==> config.mk <==
export PLATFORM = sky130hd
export DESIGN_NAME = frame_buffer_writer
export DESIGN_NICKNAME = d
export VERILOG_FILES = /design/src/rtl/ov7670_pkg.sv /design/src/rtl/fb_addr_pipe.sv /design/src/rtl/frame_buffer_writer.sv
export SDC_FILE = /design/constraint.sdc
export NUM_CORES = 1
export LEC_CHECK = 0
export ABC_AREA = 1
export BUFFER_PORTS_ARGS = -buffer_cell sky130_fd_sc_hd__buf_4
export CAP_MARGIN = 20
export CORE_MARGIN = 10
export CORE_UTILIZATION = 40
export DETAILED_ROUTE_END_ITERATION = 10
export PLACE_DENSITY = 0.61
export SYNTH_ARGS = -nofsm -noshare
export SYNTH_HDL_FRONTEND = slang
export SYNTH_SLANG_ARGS = --single-unit
export TNS_END_PERCENT = 20
==> constraint.sdc <==
create_clock -name i_clk -period 3.4 [get_ports i_clk]
set_input_delay 0.17 -clock i_clk [delete_from_list [all_inputs] [get_ports i_clk]]
set_output_delay 0.17 -clock i_clk [all_outputs]
set_load 0.03 [all_outputs]
==> src/rtl/ov7670_pkg.sv <==
// OV7670 capture path shared definitions.
// Default geometry, RGB565 width and frame writer FSM encoding.
package ov7670_pkg;

    localparam int OV_H_WIDTH = 320;
    localparam int OV_V_WIDTH = 240;
    localparam int RGB565_W   = 16;

    localparam logic [3:0] FSM_IDLE    = 4'b0001;
    localparam logic [3:0] FSM_ARMED   = 4'b0010;
    localparam logic [3:0] FSM_CAPTURE = 4'b0100;
    localparam logic [3:0] FSM_COMMIT  = 4'b1000;

    typedef enum logic [3:0] {
        ST_IDLE    = FSM_IDLE,
        ST_ARMED   = FSM_ARMED,
        ST_CAPTURE = FSM_CAPTURE,
        ST_COMMIT  = FSM_COMMIT
    } fbw_state_e;

endpackage

==> src/rtl/fb_addr_pipe.sv <==
// Two-stage pixel address pipeline: S1 range check and row offset,
// S2 column add, bank prepend and BRAM write strobe.
module fb_addr_pipe
    import ov7670_pkg::*;
#(
    parameter int  H_WIDTH   = OV_H_WIDTH,
    parameter int  V_WIDTH   = OV_V_WIDTH,
    parameter int  PXL_WIDTH = RGB565_W,
    localparam int PIX_AW    = $clog2(H_WIDTH * V_WIDTH),
    localparam int HAW       = $clog2(H_WIDTH) + 1,
    localparam int VAW       = $clog2(V_WIDTH) + 1
) (
    input  logic                 i_clk,
    input  logic                 i_n_reset,
    input  logic [PXL_WIDTH-1:0] pixel_i,
    input  logic [HAW-1:0]       h_addr_i,
    input  logic [VAW-1:0]       v_addr_i,
    input  logic                 valid_i,
    input  logic                 accept_i,
    input  logic                 bank_i,
    output logic                 s1_valid_o,
    output logic                 s1_in_range_o,
    output logic                 s1_first_o,
    output logic                 s1_last_o,
    output logic                 wr_en_o,
    output logic [PIX_AW:0]      wr_addr_o,
    output logic [PXL_WIDTH-1:0] wr_data_o
);

    localparam logic [HAW-1:0]    H_LIM = HAW'(H_WIDTH);
    localparam logic [VAW-1:0]    V_LIM = VAW'(V_WIDTH);
    localparam logic [PIX_AW-1:0] H_MUL = PIX_AW'(H_WIDTH);

    logic [HAW-1:0] col;
    logic           in_range;

    logic                 s1_valid_q, s1_in_range_q, s1_first_q, s1_last_q;
    logic [PXL_WIDTH-1:0] s1_data_q;
    logic [HAW-1:0]       s1_col_q;
    logic [PIX_AW-1:0]    s1_row_off_q;

    logic                 wr_en_q;
    logic [PIX_AW:0]      wr_addr_q;
    logic [PXL_WIDTH-1:0] wr_data_q;

    // h_addr is 1-based; zero wraps col to all-ones and is rejected explicitly
    assign col      = h_addr_i - HAW'(1);
    assign in_range = (h_addr_i != '0) && (col < H_LIM) && (v_addr_i < V_LIM);

    always_ff @(posedge i_clk or negedge i_n_reset) begin
        if (!i_n_reset) begin
            s1_valid_q    <= 1'b0;
            s1_in_range_q <= 1'b0;
            s1_first_q    <= 1'b0;
            s1_last_q     <= 1'b0;
            s1_data_q     <= '0;
            s1_col_q      <= '0;
            s1_row_off_q  <= '0;
        end else begin
            s1_valid_q    <= valid_i;
            s1_in_range_q <= in_range;
            s1_first_q    <= (col == '0) && (v_addr_i == '0);
            s1_last_q     <= (col == H_LIM - HAW'(1)) && (v_addr_i == V_LIM - VAW'(1));
            s1_data_q     <= pixel_i;
            s1_col_q      <= col;
            s1_row_off_q  <= PIX_AW'(v_addr_i) * H_MUL;
        end
    end

    always_ff @(posedge i_clk or negedge i_n_reset) begin
        if (!i_n_reset) begin
            wr_en_q   <= 1'b0;
            wr_addr_q <= '0;
            wr_data_q <= '0;
        end else begin
            wr_en_q <= s1_valid_q & accept_i;
            if (s1_valid_q && accept_i) begin
                wr_addr_q <= {bank_i, s1_row_off_q + PIX_AW'(s1_col_q)};
                wr_data_q <= s1_data_q;
            end
        end
    end

    assign s1_valid_o    = s1_valid_q;
    assign s1_in_range_o = s1_in_range_q;
    assign s1_first_o    = s1_first_q;
    assign s1_last_o     = s1_last_q;
    assign wr_en_o       = wr_en_q;
    assign wr_addr_o     = wr_addr_q;
    assign wr_data_o     = wr_data_q;

endmodule

==> src/rtl/frame_buffer_writer.sv <==
// Ping-pong frame buffer writer: captures whole frames into the write bank
// and hands committed banks to the VGA reader at its frame boundary.
module frame_buffer_writer
    import ov7670_pkg::*;
#(
    parameter int  H_WIDTH   = OV_H_WIDTH,
    parameter int  V_WIDTH   = OV_V_WIDTH,
    parameter int  PXL_WIDTH = RGB565_W,
    localparam int PIX_AW    = $clog2(H_WIDTH * V_WIDTH)
) (
    input  logic                     i_clk,
    input  logic                     i_n_reset,
    input  logic                     i_enable,
    input  logic [PXL_WIDTH-1:0]     i_pixel_data,
    input  logic [$clog2(H_WIDTH):0] i_h_addr,
    input  logic [$clog2(V_WIDTH):0] i_v_addr,
    input  logic                     i_valid,
    input  logic                     i_rd_frame_start,
    output logic                     o_wr_en,
    output logic [PIX_AW:0]          o_wr_addr,
    output logic [PXL_WIDTH-1:0]     o_wr_data,
    output logic                     o_rd_bank,
    output logic                     o_frame_done,
    output logic [15:0]              o_frame_cnt,
    output logic [15:0]              o_drop_cnt,
    output logic [15:0]              o_skip_cnt,
    output logic [3:0]               o_state
);

    fbw_state_e  state_q, state_d;
    logic        rd_bank_q, rd_bank_d;
    logic        pending_q, pending_d;
    logic [15:0] frame_cnt_q, frame_cnt_d;
    logic [15:0] drop_cnt_q, drop_cnt_d;
    logic [15:0] skip_cnt_q, skip_cnt_d;

    logic s1_valid, s1_in_range, s1_first, s1_last;
    logic pix_ok, accept, swap, enter, commit, drop, skip_inc;

    fb_addr_pipe #(
        .H_WIDTH   (H_WIDTH),
        .V_WIDTH   (V_WIDTH),
        .PXL_WIDTH (PXL_WIDTH)
    ) u_pipe (
        .i_clk         (i_clk),
        .i_n_reset     (i_n_reset),
        .pixel_i       (i_pixel_data),
        .h_addr_i      (i_h_addr),
        .v_addr_i      (i_v_addr),
        .valid_i       (i_valid),
        .accept_i      (accept),
        .bank_i        (~rd_bank_d),
        .s1_valid_o    (s1_valid),
        .s1_in_range_o (s1_in_range),
        .s1_first_o    (s1_first),
        .s1_last_o     (s1_last),
        .wr_en_o       (o_wr_en),
        .wr_addr_o     (o_wr_addr),
        .wr_data_o     (o_wr_data)
    );

    assign pix_ok = s1_valid & s1_in_range;

    always_comb begin
        state_d = state_q;
        accept  = 1'b0;
        unique case (state_q)
            ST_IDLE: begin
                if (i_enable) state_d = ST_ARMED;
            end
            ST_ARMED: begin
                if (pix_ok && s1_first) begin
                    accept  = 1'b1;
                    state_d = s1_last ? ST_COMMIT : ST_CAPTURE;
                end else if (!i_enable) begin
                    state_d = ST_IDLE;
                end
            end
            ST_CAPTURE: begin
                if (pix_ok) begin
                    accept = 1'b1;
                    if (s1_last) state_d = ST_COMMIT;
                end
            end
            ST_COMMIT: begin
                state_d = i_enable ? ST_ARMED : ST_IDLE;
            end
            default: state_d = ST_IDLE;
        endcase
    end

    // Swap is held off in CAPTURE and COMMIT; the reader keeps its bank until the next pulse
    assign swap   = i_rd_frame_start & pending_q &
                    ((state_q == ST_IDLE) | (state_q == ST_ARMED));
    assign enter  = (state_q == ST_ARMED) & accept;
    assign commit = (state_q == ST_COMMIT);
    assign drop   = s1_valid & ~accept;

    always_comb begin
        rd_bank_d = swap ? ~rd_bank_q : rd_bank_q;
        pending_d = pending_q;
        skip_inc  = 1'b0;
        if (swap) begin
            pending_d = 1'b0;
        end else if (enter && pending_q) begin
            pending_d = 1'b0;
            skip_inc  = 1'b1;
        end
        if (commit) begin
            pending_d = 1'b1;
            skip_inc  = pending_q;
        end
        frame_cnt_d = frame_cnt_q + {15'd0, commit};
        drop_cnt_d  = (drop && drop_cnt_q != '1) ? drop_cnt_q + 16'd1 : drop_cnt_q;
        skip_cnt_d  = (skip_inc && skip_cnt_q != '1) ? skip_cnt_q + 16'd1 : skip_cnt_q;
    end

    always_ff @(posedge i_clk or negedge i_n_reset) begin
        if (!i_n_reset) begin
            state_q     <= ST_IDLE;
            rd_bank_q   <= 1'b0;
            pending_q   <= 1'b0;
            frame_cnt_q <= '0;
            drop_cnt_q  <= '0;
            skip_cnt_q  <= '0;
        end else begin
            state_q     <= state_d;
            rd_bank_q   <= rd_bank_d;
            pending_q   <= pending_d;
            frame_cnt_q <= frame_cnt_d;
            drop_cnt_q  <= drop_cnt_d;
            skip_cnt_q  <= skip_cnt_d;
        end
    end

    assign o_rd_bank    = rd_bank_q;
    assign o_frame_done = commit;
    assign o_frame_cnt  = frame_cnt_q;
    assign o_drop_cnt   = drop_cnt_q;
    assign o_skip_cnt   = skip_cnt_q;
    assign o_state      = state_q;

endmodule

==> qor.yml <==
hold_end: "u_pipe.s1_col_q[3]"
power.total_mw: 4.32
firstDrtPassIters: 4
synth_most_common_cell: "nand2_1"
slew_viol_final: 0
synth-seq-cells: 130
whs_ps: 24.1
pin_count: 129
yosysTopAreaCellShare_pct: 51.5
drive_gt1_share_pct: 19.9
rows: 45
die_w_um: 145
p_int_mw: 3.20
p_sw_share_pct: 25.8
synth_edf_count: 0
rsz0062_at_grt: "no"
worst_hold_path_type: "in -> reg"
regToRegSetupSlack_ps: 1240
clk_latency_ps: 410
finClkSkew_ps: 7.31
stdcell_area_um2: 8340
cts_max_path_buffers: 2
worstRegToRegCells: 10
reg2reg_from: "o_state[1]"
antenna_left: 0
viasPerCell: 4.61
track_usage_pct: 14.3
numCtsBuffers: 17
pwr-share-seq_pct: 40.2
critPathArrivalTime_ps: 2460
pwr-share-clk_pct: 44.9
clk_pin_slew_ps: 50
ys_async_sr_fraction_pct: 100
netlist_area_um2: 6270
wl_per_cell_um: 13.3
power.density_nw_per_um2: 518
power.leakage_nw: 4.36
cap_violations: 0
io_buffers: 128
nFillCells: 1430
post_dp_cell_area_um2: 7460
drcViolationCount: 0
timing.rr.end: "o_frame_cnt[11]"
worstPathRequired_ps: 3700
grt_max_degree: 83
worstSetupPathType: "reg -> reg"
slew-limit-headroom_pct: 50.3
ir_drop_uv: 362
whs_path_depth: 3
start_util_pct: 41.1
hpwlAfterDp_um: 11000
n_antenna_cell: 0
worstPathMaxFanout: 5
p_switching_mw: 1.11
post_cts_buffers: 0
synth_nets: 801
cts-root-buf: "clkbuf_16"
setup_violations: 0
ys_warn_count: 0
coreArea_um2: 15300
met3_length_um: 735
vias: 5176
synth_top_cell_by_area: "dfrtp_1"
synth.avg_cell_area_um2: 8.54
grt_pass1_wl_um: 24800
worst_pin_slew_ps: 745
place_congestion: 0.840
hold_violations: 0
outcome: "finished, final reports clean"
antenna_found_initial: 0
top_layer: "met4"
drt-initial-drc-count: 188
startpoint_type: "register"
min_period_ps: 2160
grt_pass1_vias: 5082
cts_sinks: 130
synth_commonest_cells: "nand2_1, dfrtp_1, nor2_1"
grt_overflow: 0
wirelength_um: 14900
die_area_um2: 21100
nNetsFinal: 965
cts_tree: "done"
wl_met1_um: 6930
fmax_mhz: 462
synthFlopType: "dfrtp_1"
synth_cell_types: 33
comb_power_share_pct: 14.9
synth.area.top_cells: "dfrtp_1, nand2_1, ha_1"
dieHeight_um: 145
min_from: "i_h_addr[3]"
fin_crit_sh_pct: 63.6
cp-end-kind: "register"
tns_ps: 0
ys_seq_area_share_pct: 51.9
met2_length_um: 6980
cts_max_level: 4
area_growth_pct: 33.2
syn_inst: 734
## cell usage in the layout (no fill, tap or decap), types with 8 or more instances in the layout
cell type	count
nand2_1	255
buf_4	131
dfrtp_1	129
nor2_1	67
nand3_1	62
inv_1	58
xor2_1	32
ha_1	25
dlygate4sd3_1	24
xnor2_1	18
o21ai_1	17
clkbuf_16	17
nor3_1	11
a21oi_1	9
inv_2	8
## how the worst max path moves through the flow
stage | from | endpoint | slack [ps] | depth (start not counted)
finish | o_state[1] | o_frame_cnt[11] | 1240 | 10
global route | o_state[1] | o_frame_cnt[11] | 950 | 10
CTS | o_state[1] | o_frame_cnt[11] | 1180 | 10
detailed placement | o_state[1] | o_frame_cnt[11] | 1190 | 10
global placement | o_state[1] | o_frame_cnt[11] | 1270 | 10
floorplan | o_state[1] | o_frame_cnt[11] | 1090 | 10
## per-stage QoR
stage	setup WS, ps	util (%)	std cells
after CTS	1180	54.7	1122
final	1240	54.7	1122
after global placement	1270	48.9	1066
after detailed placement	1190	48.9	1066
after floorplan	1090	-	734
after global routing	949	54.7	1122
## power groups by stage
stage	combinational [mW]	sequential (mW)	clock [mW]
finish	0.642	1.74	1.94
global route	0.729	1.76	2.04
CTS	0.653	1.74	1.99
detailed placement	0.627	1.77	0
global placement	0.623	1.76	0
floorplan	0.297	1.85	0
## registers in the layout, summed over array words and instances, names as in the netlist
name and count:
u_pipe.s1_in_range_o 1, u_pipe.s1_first_o 1, o_drop_cnt 16, u_pipe.wr_data_o 16
u_pipe.s1_data_q 16, u_pipe.s1_col_q 10, u_pipe.s1_last_o 1, o_skip_cnt 16
pending_q 1, o_state 4, u_pipe.wr_addr_o 18, u_pipe.s1_row_off_q 11
u_pipe.s1_valid_o 1, u_pipe.wr_en_o 1, o_frame_cnt 16, o_rd_bank 1
## routing by layer
layer | GRT usage, % | up-vias
met2 | 22.8 | 121
met4 | 5.31 | 0
li1 | - | 2651
met3 | 4.28 | 17
met1 | 17.9 | 2387
met5 | 0 | -
## what timing repair did
action | 4_1_cts | 5_1_grt
hold endpoints to repair | 103 | 0
gates resized for setup | 0 | 0
hold buffers | 24 | 0
## critical path, stage by stage, from the launching register on
cell     delay (ps)
dfrtp_1         400
nor2_1          150
nand3_1         120
inv_1           160
ha_1            200
nand3_1         120
nor3_1          250
nand3_1         190
nor2_1          230
nand2_1          90
xor2_1          150
## area by class of cell
type,count,area [µm²],area share [%]
well taps,211,264,3.16
repair buffers,156,1230,14.8
clock inverters,9,151,1.81
flip-flops and latches,130,3250,39.0
inverters,66,248,2.97
clock buffers,23,488,5.85
multi-input cells,527,2700,32.4
## logic make-up after synthesis
| group | count (synthesis) | share of synthesized area (%) |
|---|---|---|
| xor gates and xnor gates | 50 | 6.99 |
| DFF | 130 | 51.9 |
| and+or+nand+nor | 416 | 27.6 |
| AOI/OAI and AO/OA | 34 | 2.90 |
| buffers and inverters | 77 | 4.91 |
| adders and majority gates | 27 | 5.63 |
Note: power is estimated with default switching activity, not from simulation.
